### config.mk
export PLATFORM = sky130hd
export DESIGN_NAME = registered_gate_unit
export DESIGN_NICKNAME = d
export VERILOG_FILES = /design/src/rtl/registered_gate_unit.sv
export SDC_FILE = /design/constraint.sdc
export NUM_CORES = 1
export LEC_CHECK = 0
export CORE_AREA = 8 8 45 47
export CTS_BUF_LIST = sky130_fd_sc_hd__clkbuf_4 sky130_fd_sc_hd__clkbuf_8
export DETAILED_ROUTE_END_ITERATION = 16
export DIE_AREA = 0 0 53 55
export GPL_ROUTABILITY_DRIVEN = 0
export PLACE_DENSITY = 0.44
export SYNTH_ARGS = -nofsm -noshare
export SYNTH_HDL_FRONTEND = slang
export SYNTH_SLANG_ARGS = --single-unit
### constraint.sdc
create_clock -name clk -period 0.8 [get_ports clk]
set_input_delay 0.16 -clock clk [delete_from_list [all_inputs] [get_ports clk]]
set_output_delay 0.16 -clock clk [all_outputs]
set_load 0.01 [all_outputs]
### src/rtl/registered_gate_unit.sv
// Registered bitwise gate stage: AND, NAND and NOR of two operands, plus one
// sel-chosen result, all with one cycle of latency and a valid strobe.
module registered_gate_unit #(
    parameter int WIDTH = 1
) (
    input  logic             clk,
    input  logic             rst_n,
    input  logic [WIDTH-1:0] a,
    input  logic [WIDTH-1:0] b,
    input  logic             in_valid,
    input  logic [1:0]       sel,
    output logic [WIDTH-1:0] and_out,
    output logic [WIDTH-1:0] nand_out,
    output logic [WIDTH-1:0] nor_out,
    output logic [WIDTH-1:0] result,
    output logic             out_valid,
    output logic             sel_err
);

    typedef enum logic [1:0] {
        SEL_AND  = 2'b00,
        SEL_NAND = 2'b01,
        SEL_NOR  = 2'b10,
        SEL_RSVD = 2'b11
    } sel_t;

    logic [WIDTH-1:0] and_d;
    logic [WIDTH-1:0] nand_d;
    logic [WIDTH-1:0] nor_d;
    logic [WIDTH-1:0] result_d;
    logic             sel_err_d;

    always_comb begin
        and_d     = a & b;
        nand_d    = ~(a & b);
        nor_d     = ~(a | b);
        result_d  = '0;
        sel_err_d = 1'b0;
        case (sel_t'(sel))
            SEL_AND:  result_d = and_d;
            SEL_NAND: result_d = nand_d;
            SEL_NOR:  result_d = nor_d;
            SEL_RSVD: sel_err_d = 1'b1;
            default:  sel_err_d = 1'b1;
        endcase
    end

    // Reset wins over capture; with in_valid low only out_valid changes.
    always_ff @(posedge clk) begin
        if (!rst_n) begin
            and_out   <= '0;
            nand_out  <= '0;
            nor_out   <= '0;
            result    <= '0;
            out_valid <= 1'b0;
            sel_err   <= 1'b0;
        end else begin
            out_valid <= in_valid;
            if (in_valid) begin
                and_out  <= and_d;
                nand_out <= nand_d;
                nor_out  <= nor_d;
                result   <= result_d;
                sel_err  <= sel_err_d;
            end
        end
    end

endmodule

==> results of run 1 <==
## sequential cells by signal, indices dropped and copies added (netlist names)
name,cells
result,1
out_valid,1
and_out,1
nand_out,1
nor_out,1
sel_err,1
## cell type report
type | instances | area [um^2]
Multi-Input combinational cell | 19 | 128.9
Sequential cell | 6 | 126.4
Fill cell | 158 | 935.9
Timing Repair Buffer | 16 | 150.1
Tap cell | 16 | 20.02
Clock buffer | 3 | 22.52
## through the flow
stage | std cells | setup TNS [ns] | setup slack, ns | hold slack, ns
after global routing | 60 | -0.3398 | -0.06577 | 0.2624
after floorplan | 26 | 0 | 0.1401 | 0.2873
after CTS | 59 | -0.2671 | -0.04921 | 0.3897
after global placement | 56 | -3.318 | -0.3857 | 0.4690
final | 60 | -0.1695 | -0.03517 | 0.2568
after detailed placement | 56 | -3.479 | -0.4221 | 0.4818
## cell usage in the layout, fill, tap and decap left out, types with 2 or more instances in the layout
cell type | synthesis | final
nor3b_1 | 2 | 2
a21boi_0 | 2 | 2
clkdlybuf4s15_1 | 0 | 2
dfxtp_2 | 0 | 5
nand2b_1 | 2 | 2
clkbuf_4 | 0 | 3
a31oi_1 | 2 | 2
buf_4 | 0 | 4
dlygate4sd2_1 | 0 | 3
nor2_1 | 3 | 3
buf_6 | 0 | 5
nand3_1 | 2 | 2
## repair_timing
| item | CTS | global route |
|---|---|---|
| resized for setup | 37 | 5 |
| setup endpoints to repair | 11 | 7 |
| hold endpoints to repair | 0 | 0 |
| setup buffers | 0 | 1 |
| pin swaps | 0 | 2 |
## power breakdown
| group | internal (uW) | leakage (uW) | switching [uW] | total [uW] |
|---|---|---|---|---|
| clock | 170 | 0.0000138 | 109 | 278 |
| sequential | 319 | 0.0000513 | 9.71 | 328 |
| combinational | 72.9 | 0.000135 | 49.7 | 123 |
## layer usage
| metal | wire length (um) | GRT usage, % |
|---|---|---|
| met4 | 19 | 7.759 |
| met5 | 0 | 0 |
| met3 | 26 | 1.070 |
| met1 | 276 | 5.319 |
| met2 | 333 | 6.250 |
## kinds of logic after synthesis
group / Yosys count / synth area share, %
AND/OR/NAND/NOR: 12 / 30.05
buffers and inverters: 1 / 1.969
multiplexers: 1 / 3.941
AO/OA/AOI/OAI: 6 / 16.74
flip-flops: 6 / 47.29
## worst min path at each step
stage | to | cells past startpoint | start | slack [ns]
global placement | nand_out | 1 | nand_out | 0.47
finish | nand_out | 2 | rst_n | 0.26
floorplan | out_valid | 1 | rst_n | 0.29
CTS | sel_err | 3 | sel[1] | 0.39
global route | nand_out | 2 | rst_n | 0.26
detailed placement | nand_out | 1 | nand_out | 0.48
==> qor.txt, run 1 <==
Outcome -> finished, violations left
Failing checks -> setup timing
Die height -> 55 um
Register area share after synthesis -> 47.29%
Core area -> 0.001384 mm^2
Share of layout cells above drive strength 1 -> 43.18%
Post-Syn Nets -> 33
CP cell instances -> buf_6
P&R area growth vs syn -> 76.35%
Final net count -> 53
Relative slew slack -> 80.82%
Unrepaired setup endpoints after global routing -> yes
Final ANT Viol Nets -> 0
Worst-Skew Late Latency -> 0.24 ns
Critical Path End -> nand_out
EDFF count, synth -> 0
CP Depth -> 1
Core Util, Final -> 32.37%
Peak VDD IR -> 630.9 uV
Clock skew -> 0 ns
GRT Total Usage -> 4.863%
Final worst-path cycle share -> 104.4%
DRC viols -> 0
Top-count cell post-synth -> dfxtp_1
Final Cell Area -> 447.9 um^2
Clk slew on worst S/H paths -> 0.05 ns
Final setup fails -> 6
DR vias/cell -> 4.317
CP Buf/Inv Count -> 1
Worst Hold Class -> primary input to flip-flop
Placed Area -> 411.6 um^2
Total iterations of the first detailed-routing run -> 2
Worst Path Required -> 0.64 ns
TritonCTS Sinks -> 6
Mean Syn Cell Area -> 9.769 um^2
GR Overflow Total -> 0
DR vias -> 259
TritonCTS Buffers -> 3
CP Class -> flip-flop to output pin
Iter 0 DRT Violations -> 5
Synthesized flop and latch total -> 6
Post-Syn Area -> 254.0 um^2
Leak pwr -> 0.0002004 uW
Setup ws final -> -0.03517 ns
Max cap viols -> 0
Slew @ Worst Pin -> 0.2877 ns
Cell variety after synth -> 14
Crit Path Max Fanout -> 2
Crit. Startpoint -> nand_out
Reg2Reg Launch Point -> nor_out
CTS H-Tree Depth -> 1
Max clock buf depth -> 2
Hold Vio Cnt, Final -> 0
First-pass GRT wire length -> 979 um
Depth of the most critical reg-to-reg path -> 3
Fmax -> 1197 MHz
Reg2Reg Capture Point -> nor_out
DP HPWL -> 496.9 um
Max-slew violations -> 0
Wirelength per Cell -> 10.92 um
Diodes inserted -> 0
Type of origin of the critical path -> flip-flop
Final Power -> 729.3 uW
Crit-path max cell delay -> 0.32 ns
Die area -> 0.002915 mm^2
PD cells -> 1628 mW/mm^2
Post-Route WL -> 655 um
Clock Root Buffer -> clkbuf_4
Antenna violations before repair -> 0
Std-Cell Rows -> 14
Port Buffer Count -> 12
Largest net degree at the start of global routing -> 10
Post-CTS Hold Fix Bufs -> 0
Critical-path top delay cell -> dfxtp_2
I/O pin cnt -> 13
Post-synth top cells -> 6 x dfxtp_1, 3 x nor2_1
CP endpoint kind -> output pin
Worst R2R Setup Slack -> 0.06 ns
Initial Util -> 18.35%
Yosys warning count -> 0
Vias in the first global route -> 239
Synth Instances -> 26
Async SR Flop Fraction -> 0%
CTS tree -> done
Post-synth top area cell -> dfxtp_1
Area fraction of the dominant cell type after synthesis -> 47.29%
Fin crit period -> 0.8352 ns
Largest delay share family, worst path -> flip-flops
Die width -> 53 um
Main flop type after synthesis -> dfxtp_1
CP arrival -> 0.68 ns
Main area contributors after synthesis -> dfxtp_1 47%, a21boi_0 5.9%, nor3b_1 5.9%
(Power assumes the default switching activity.)
==> run 2, diff against run 1 <==
--- a/config.mk
+++ b/config.mk
@@ -11,6 +11,7 @@
 export DIE_AREA = 0 0 53 55
 export GPL_ROUTABILITY_DRIVEN = 0
 export PLACE_DENSITY = 0.44
+export RECOVER_POWER = 100
 export SYNTH_ARGS = -nofsm -noshare
 export SYNTH_HDL_FRONTEND = slang
 export SYNTH_SLANG_ARGS = --single-unit
==> results of run 2 <==
Final layout, timing and power as in run 1 (identical DEF).
